`config.mk`:
```
export PLATFORM = sky130hd
export DESIGN_NAME = mux_tt_sequencer
export DESIGN_NICKNAME = d
export VERILOG_FILES = /design/src/rtl/mux_tt_sequencer.sv
export SDC_FILE = /design/constraint.sdc
export NUM_CORES = 1
export LEC_CHECK = 0
export CAP_MARGIN = 40
export CORE_MARGIN = 2
export CORE_UTILIZATION = 55
export CTS_CLUSTER_DIAMETER = 40
export DETAILED_ROUTE_END_ITERATION = 12
export HOLD_SLACK_MARGIN = 0.02
export PLACE_DENSITY = 0.79
export SETUP_SLACK_MARGIN = 0.15
export SLEW_MARGIN = 5
export SYNTH_ARGS = -nofsm -noshare
export SYNTH_HDL_FRONTEND = slang
export SYNTH_SLANG_ARGS = --single-unit
```
`constraint.sdc`:
```
create_clock -name clk -period 5.6 [get_ports clk]
set_input_delay 1.12 -clock clk [delete_from_list [all_inputs] [get_ports clk]]
set_output_delay 1.12 -clock clk [all_outputs]
set_load 0.01 [all_outputs]
```
`src/rtl/mux_tt_sequencer.sv`:
```
// Truth-table sequencer for a 2:1 inverting mux (y = c ? ~a : a, i.e. y = a ^ c).
// Latency: start in cycle T -> done pulse in cycle T+1+4*(SETTLE_CYCLES+1).
// Backpressure: none; start is only accepted in IDLE, requests while busy/done are dropped.
//
// Ports:
//   clk        - single clock, rising edge
//   reset      - synchronous, active-high
//   start      - request one four-vector sweep (sampled only in IDLE)
//   a_out      - drives mux data input 'a'
//   c_out      - drives mux select input 'c'
//   y_in       - mux output 'y', sampled once per vector
//   busy       - high while driving/sampling vectors
//   done       - one-cycle pulse at the end of a sweep
//   result     - captured y per vector, result[{a,c}] = y
//   err_count  - vectors where y_in disagreed with a ^ c
//   pass       - last completed sweep had no errors
module mux_tt_sequencer #(
  parameter int SETTLE_CYCLES = 2
) (
  input  logic       clk,
  input  logic       reset,
  input  logic       start,
  output logic       a_out,
  output logic       c_out,
  input  logic       y_in,
  output logic       busy,
  output logic       done,
  output logic [3:0] result,
  output logic [2:0] err_count,
  output logic       pass
);

  typedef enum logic [1:0] {
    S_IDLE   = 2'd0,
    S_DRIVE  = 2'd1,
    S_SAMPLE = 2'd2,
    S_DONE   = 2'd3
  } state_t;

  // Settle counter runs 0..SETTLE_CYCLES-1 so DRIVE lasts exactly SETTLE_CYCLES cycles.
  localparam logic [3:0] CNT_LAST = 4'(SETTLE_CYCLES - 1);

  state_t     state;
  state_t     state_nxt;
  logic [1:0] idx;
  logic [3:0] cnt;

  // State register
  always_ff @(posedge clk) begin
    if (reset) begin
      state <= S_IDLE;
    end else begin
      state <= state_nxt;
    end
  end

  // Next-state logic
  always_comb begin
    state_nxt = state;
    case (state)
      S_IDLE:   if (start) state_nxt = S_DRIVE;
      S_DRIVE:  if (cnt == CNT_LAST) state_nxt = S_SAMPLE;
      S_SAMPLE: state_nxt = (idx == 2'd3) ? S_DONE : S_DRIVE;
      S_DONE:   state_nxt = S_IDLE;
      default:  state_nxt = S_IDLE;
    endcase
  end

  // Output logic: vector lines are only driven while a sweep is active
  always_comb begin
    busy  = 1'b0;
    done  = 1'b0;
    a_out = 1'b0;
    c_out = 1'b0;
    case (state)
      S_DRIVE, S_SAMPLE: begin
        busy  = 1'b1;
        a_out = idx[1];
        c_out = idx[0];
      end
      S_DONE:  done = 1'b1;
      default: ;
    endcase
  end

  // Sweep datapath: vector index, settle counter and captured results.
  // result/err_count/pass are left untouched in IDLE so software can read
  // them at leisure until the next accepted start.
  always_ff @(posedge clk) begin
    if (reset) begin
      idx       <= 2'd0;
      cnt       <= 4'd0;
      result    <= 4'd0;
      err_count <= 3'd0;
      pass      <= 1'b0;
    end else begin
      case (state)
        S_IDLE: begin
          if (start) begin
            idx       <= 2'd0;
            cnt       <= 4'd0;
            result    <= 4'd0;
            err_count <= 3'd0;
            pass      <= 1'b0;
          end
        end
        S_DRIVE: begin
          if (cnt != CNT_LAST) cnt <= cnt + 4'd1;
        end
        S_SAMPLE: begin
          result[idx] <= y_in;
          // At most four increments per sweep, so the 3-bit count cannot wrap.
          if (y_in != (idx[1] ^ idx[0])) err_count <= err_count + 3'd1;
          if (idx != 2'd3) begin
            idx <= idx + 2'd1;
            cnt <= 4'd0;
          end
        end
        S_DONE: begin
          pass <= (err_count == 3'd0);
        end
        default: ;
      endcase
    end
  end

endmodule

```
==> results.yml, run 1 <==
status:
  status: "finished clean"
pwr:
  power_uw: 372.2
  p_leak_nw: 0.4433
  ir_drop_v: 0.0002633
  p_per_area_mw_per_mm2: 315.4
sta:
  finalSetupTns_ps: 0
  tightest_slew_ps: 495.7
  clock.fmax_mhz: 342.1
  final.setup_skew_ps: 5.132
  final_max_slew_viol_count: 0
  hold_viol_final: 0
  setup_viol: 0
  period_share: 0.5221
  period_minus_slack_ps: 2924
  slew-limit-headroom: 0.6685
  rsz0062_at_grt: "false"
  setup_slack_ps: 2676
synth:
  ys_seq_area_frac: 0.3160
  yosysWarnings: 0
  synthCells: 117
  postSynthAreaPerCell_sq_um: 8.662
  yosysUniqueCellTypes: 36
  yosysMostFrequentCell: "dfxtp_1"
  synth_seq_cells: 16
  yosys-top-cells-area: "dfxtp_1 (32%), ha_1 (17%), a21oi_1 (4.4%)"
  netlist_area_sq_mm: 0.001013
  async_reset_ff_frac: 0
  post-synth-top-area-cell: "dfxtp_1"
  synthTopCellsByCount: "dfxtp_1 (16), ha_1 (14), nand2_1 (10)"
  synth_top_area_frac: 0.3160
  synth_flop_cell: "dfxtp_1"
  synth_nets: 135
  synth_edf_count: 0
floorplan:
  fp.coreArea_sq_mm: 0.001727
  die_area_sq_mm: 0.002202
  num_rows: 15
  dieWidth_microns: 46.93
  design.portCount: 16
  die_h_microns: 46.93
  start_util: 0.5870
finish:
  nFillCells: 163
  drive_gt1_frac: 0.06107
  stdcell_count: 156
  syn2layout_area_growth_pct: 16.42
  multi_input_area_sq_um: 621.8
  insertedDiodeCount: 0
  final_cell_area_sq_mm: 0.001180
  regArea_sq_um: 320.3
  final_nets: 151
setup_path:
  cpLargestDelayFamily: "buffers and inverters"
  crit_buf_inv: 2
  path_class: "flip-flop to output pin"
  cp_cell_sequence: "inv_1 -> ha_1 -> and2_1 -> clkdlybuf4s50_1"
  cpMaxStageDelayCell: "clkdlybuf4s50_1"
  cp.required_ps: 4480
  worstPathMaxFanout: 6
  arrival_ps: 1800
  end_kind: "output pin"
  worstSetupStartpointType: "flip-flop"
  cpPeakStageDelay_ps: 530
global_route:
  grt_pass1_vias: 752
  antenna_found_initial: 0
  grt_overflow: 0
  use_met3: 0.02308
  grt_max_degree: 15
  grt_util_met2: 0.3096
  grt_pass1_wl_microns: 3194
  met1_usage: 0.2844
  grtUsageTotal: 0.2009
  busiest_layer: "met2"
clocking:
  htree_levels: 1
  clock_latency_ps: 280
  numCtsBuffers: 3
  post_cts_resized: 0
  cts_hold_buf: 0
  cts_setup_buffers: 0
  clock-root-buffer: "clkbuf_4"
  clock_sinks: 16
  path_clk_slew_ps: 90
  cts_buffer_depth: 2
  cts_tree: "done"
placement:
  dpl.hpwl_microns: 1465
  post_dp_cell_area_sq_mm: 0.001157
  io_buffers: 15
  placed_cells: 153
  place_congestion: 0.8231
  pre_cts_slack_ps: 2821
routing:
  viasPerCell: 5.468
  first_pass_iters: 4
  drt_iter0_markers: 8
  vias: 853
  route.detailed.drc: 0
  ant_nets: 0
  wl_microns: 1890
  wire_per_inst_microns: 12.12
flow_run:
  drv_cap: 0
min_path:
  hp-class: "flip-flop to flip-flop"
[stage by stage]
stage,hold WS [ps],utilization
floorplan,480.5,-
detailed placement,447.5,0.6703
global placement,443.3,0.6703
global route,483.4,0.6833
CTS,460.3,0.6833
finish,458.5,0.6833
[path summary, 6_finish.rpt]
check             startpoint   endpoint  slack, ps  cells past startpoint
hold / removal     result[0]  result[0]        460                      2
hold reg to reg    result[0]  result[0]        460                      2
setup reg to reg    state[0]     cnt[2]       3700                      6
setup / recovery    state[1]      c_out       2680                      4
[logic make-up (layout without fill, tap and decap cells)]
family | after synthesis | count (layout) | share of synthesized area
adders and majority gates | 14 | 14 | 0.1728
muxes | 3 | 3 | 0.03210
DFF | 16 | 16 | 0.3161
AOI/OAI and AO/OA | 26 | 26 | 0.1580
buffers and inverters | 13 | 27 | 0.07036
and+or+nand+nor | 44 | 44 | 0.2420
xor gates and xnor gates | 1 | 1 | 0.008644
[layer usage]
layer,part of all wire,vias up
met5,0,-
met4,0.018,0
met3,0.035,5
met2,0.43,20
met1,0.52,390
li1,-,438
[state kept, by name, summed over array words and instances, names as in the netlist]
signal / count
pass: 1
state: 2
err_count: 3
cnt: 4
idx: 2
result: 4
[cell type report]
type	instances	area share
inverter	9	0.02863
timing repair buffer	15	0.1273
multi-input combinational	88	0.5270
tap	25	0.02651
clock buffer	3	0.01909
sequential	16	0.2715
[placed cells by master, fill, tap and decap left out, types with 2 or more instances in the layout]
cell type | synthesis | layout
dfxtp_1 | 16 | 16
clkdlybuf4s50_1 | 0 | 15
ha_1 | 14 | 14
nand2_1 | 10 | 10
inv_1 | 9 | 9
a21oi_1 | 9 | 9
nand3_1 | 8 | 8
o21ai_0 | 6 | 6
nor3_1 | 4 | 4
nor2_1 | 4 | 4
clkbuf_4 | 0 | 3
and2_1 | 2 | 2
nor4_1 | 2 | 2
o32ai_1 | 2 | 2
nand3b_1 | 2 | 2
mux2_2 | 2 | 2
or3_1 | 2 | 2
nor2b_1 | 2 | 2
o21a_1 | 2 | 2
[where the power goes]
| group | switching (mW) | internal [mW] | total, mW |
|---|---|---|---|
| Sequential | 0.0126 | 0.126 | 0.138 |
| Clock | 0.0355 | 0.0250 | 0.0604 |
| Combinational | 0.0961 | 0.0774 | 0.174 |
[worst reg2reg max path, delay by kind of cell (launching register included)]
kind | cells | cell delay, ps
buffers and inverters | 1 | 120
adders and majority gates | 1 | 290
and+or+nand+nor | 2 | 630
DFF | 1 | 390
AOI/OAI and AO/OA | 2 | 390
Note: power is estimated with default switching activity, not from simulation.
==> inputs of run 2 (changes only) <==
--- a/config.mk
+++ b/config.mk
@@ -7,11 +7,11 @@
 export LEC_CHECK = 0
 export CAP_MARGIN = 40
 export CORE_MARGIN = 2
-export CORE_UTILIZATION = 55
+export CORE_UTILIZATION = 47
 export CTS_CLUSTER_DIAMETER = 40
 export DETAILED_ROUTE_END_ITERATION = 12
 export HOLD_SLACK_MARGIN = 0.02
-export PLACE_DENSITY = 0.79
+export PLACE_DENSITY = 0.72
 export SETUP_SLACK_MARGIN = 0.15
 export SLEW_MARGIN = 5
 export SYNTH_ARGS = -nofsm -noshare
==> constraint.sdc (replaced) <==
create_clock -name clk -period 2.36 [get_ports clk]
set_input_delay 0.472 -clock clk [delete_from_list [all_inputs] [get_ports clk]]
set_output_delay 0.472 -clock clk [all_outputs]
set_load 0.01 [all_outputs]
==> results.yml, run 2 (synthesis results as in run 1) <==
setup_path:
  worstSetupStartpointType: "flip-flop"
  arrival_ps: 1560
  reg2reg_depth: 6
  path_class: "flip-flop to output pin"
  cp-startpoint: "state[1]"
  timing.rr.start: "state[0]"
  cp_cell_sequence: "inv_1 -> ha_4 -> clkdlybuf4s50_1"
  cp.required_ps: 1890
  end_kind: "output pin"
  critPathCapture: "busy"
  reg2reg_slack_ps: 550
  cpPeakStageDelay_ps: 530
  cpMaxStageDelayCell: "clkdlybuf4s50_1"
  rr_endpoint: "cnt[2]"
  worstPathMaxFanout: 6
routing:
  drt_iter0_markers: 15
  route.detailed.drc: 0
  wire_per_inst_microns: 12.68
  ant_nets: 0
  viasPerCell: 5.270
  wl_microns: 2016
  first_pass_iters: 4
  vias: 838
pwr:
  p_per_area_mw_per_mm2: 762.1
  p_int_uw: 569.2
  p_comb_frac: 0.481
  p_sw_frac: 0.3839
  p_seq_frac: 0.362
  p_leak_nw: 0.4872
  netSwitchingPower_uw: 354.7
  power_uw: 924.0
  ir_drop_v: 0.0006511
  clockPowerShare: 0.156
clocking:
  cts_hold_buf: 0
  numCtsBuffers: 3
  clock_latency_ps: 280
  clock-root-buffer: "clkbuf_4"
  path_clk_slew_ps: 90
  htree_levels: 1
  cts_buffer_depth: 2
  clock_sinks: 16
  cts_tree: "done"
finish:
  insertedDiodeCount: 0
  nFillCells: 181
  multi_input_area_sq_um: 634.4
  top_regs: "cnt x4, result x4, err_count x3"
  final_common_cell: "dfxtp_1"
  regArea_sq_um: 325.3
  syn2layout_area_growth_pct: 19.63
  drive_gt1_frac: 0.09848
  final_cell_mix: "dfxtp_1 (14), ha_1 (13), clkdlybuf4s50_1 (13)"
  final_nets: 152
  final_core_util: 0.6056
sta:
  clock.fmax_mhz: 491.6
  setup_slack_ps: 325.8
  finalSetupTns_ps: 0
  period_share: 0.8620
  rsz0062_at_grt: "false"
  setup_viol: 0
  slew-limit-headroom: 0.6480
  period_minus_slack_ps: 2034
  hold_viol_final: 0
  final.setup_skew_ps: 0.7643
  final_max_slew_viol_count: 0
  tightest_slew_ps: 522.5
status:
  status: "finished clean"
global_route:
  grt_max_degree: 11
  grt_pass1_wl_microns: 3712
  grt_pass1_vias: 842
  grt_overflow: 0
  grtUsageTotal: 0.1866
  antenna_found_initial: 0
floorplan:
  start_util: 0.5063
  dieWidth_microns: 50.44
  design.portCount: 16
  num_rows: 16
  die_area_sq_mm: 0.002544
  die_h_microns: 50.44
  fp.coreArea_sq_mm: 0.002002
placement:
  place_congestion: 0.8245
  pre_cts_slack_ps: 237.3
  io_buffers: 15
  dpl.hpwl_microns: 1549
flow_run:
  drv_cap: 0
min_path:
  hp-class: "flip-flop to flip-flop"
[run 2: area by class of cell]
type | count | share of cell area
clock buffer | 3 | 0.01858
tap | 27 | 0.02786
inverter | 9 | 0.02786
multi-input combinational | 88 | 0.5232
sequential | 16 | 0.2683
timing repair buffer | 16 | 0.1342
[run 2: power by group through the flow]
stage / registers (mW) / logic, mW / clock network [mW]
final: 0.335 / 0.445 / 0.145
after global routing: 0.341 / 0.507 / 0.162
after CTS: 0.331 / 0.443 / 0.147
after detailed placement: 0.334 / 0.413 / 0
after global placement: 0.333 / 0.400 / 0
after floorplan: 0.331 / 0.317 / 0
[run 2: worst min path at each step]
stage,from,endpoint,slack [ps],depth (start not counted)
finish,result[0],result[0],460,2
global route,result[2],result[2],520,2
CTS,result[0],result[0],460,2
detailed placement,result[0],result[0],450,2
global placement,result[1],result[1],440,2
floorplan,result[0],result[0],480,2
[run 2: worst max-delay path: cells and delay by family (launching register included)]
family | cells | cell delay, ps
adders and majority gates | 1 | 290
DFF | 1 | 380
buffers and inverters | 2 | 620
[run 2: metal layers]
metal | up-vias | global-route usage | share of wire
met2 | 19 | 0.3180 | 0.46
met3 | 4 | 0.03571 | 0.036
met4 | 0 | 0.04054 | 0.010
met5 | - | 0 | 0
li1 | 440 | - | -
met1 | 375 | 0.2440 | 0.50
[run 2: timing repair]
item                                    CTS  global route
gates resized for setup                   3             4
endpoints found under the setup margin    2             2
setup buffers                             0             0
[run 2: per-stage QoR]
step | instance area, sq um | instances | hold WS (ps)
CTS | 1205 | 159 | 464.7
global route | 1212 | 159 | 515.1
detailed placement | 1167 | 156 | 452.0
finish | 1212 | 159 | 464.8
floorplan | 1013 | 117 | 480.5
global placement | 1167 | 156 | 441.6
==> inputs of run 3 (changes only) <==
--- a/config.mk
+++ b/config.mk
@@ -9,8 +9,8 @@
 export CORE_MARGIN = 2
 export CORE_UTILIZATION = 47
 export CTS_CLUSTER_DIAMETER = 40
+export CTS_CLUSTER_SIZE = 10
 export DETAILED_ROUTE_END_ITERATION = 12
-export HOLD_SLACK_MARGIN = 0.02
 export PLACE_DENSITY = 0.72
 export SETUP_SLACK_MARGIN = 0.15
 export SLEW_MARGIN = 5
==> results of run 3 <==
Same layout as run 2: the final DEF is identical, and so are final timing and power.
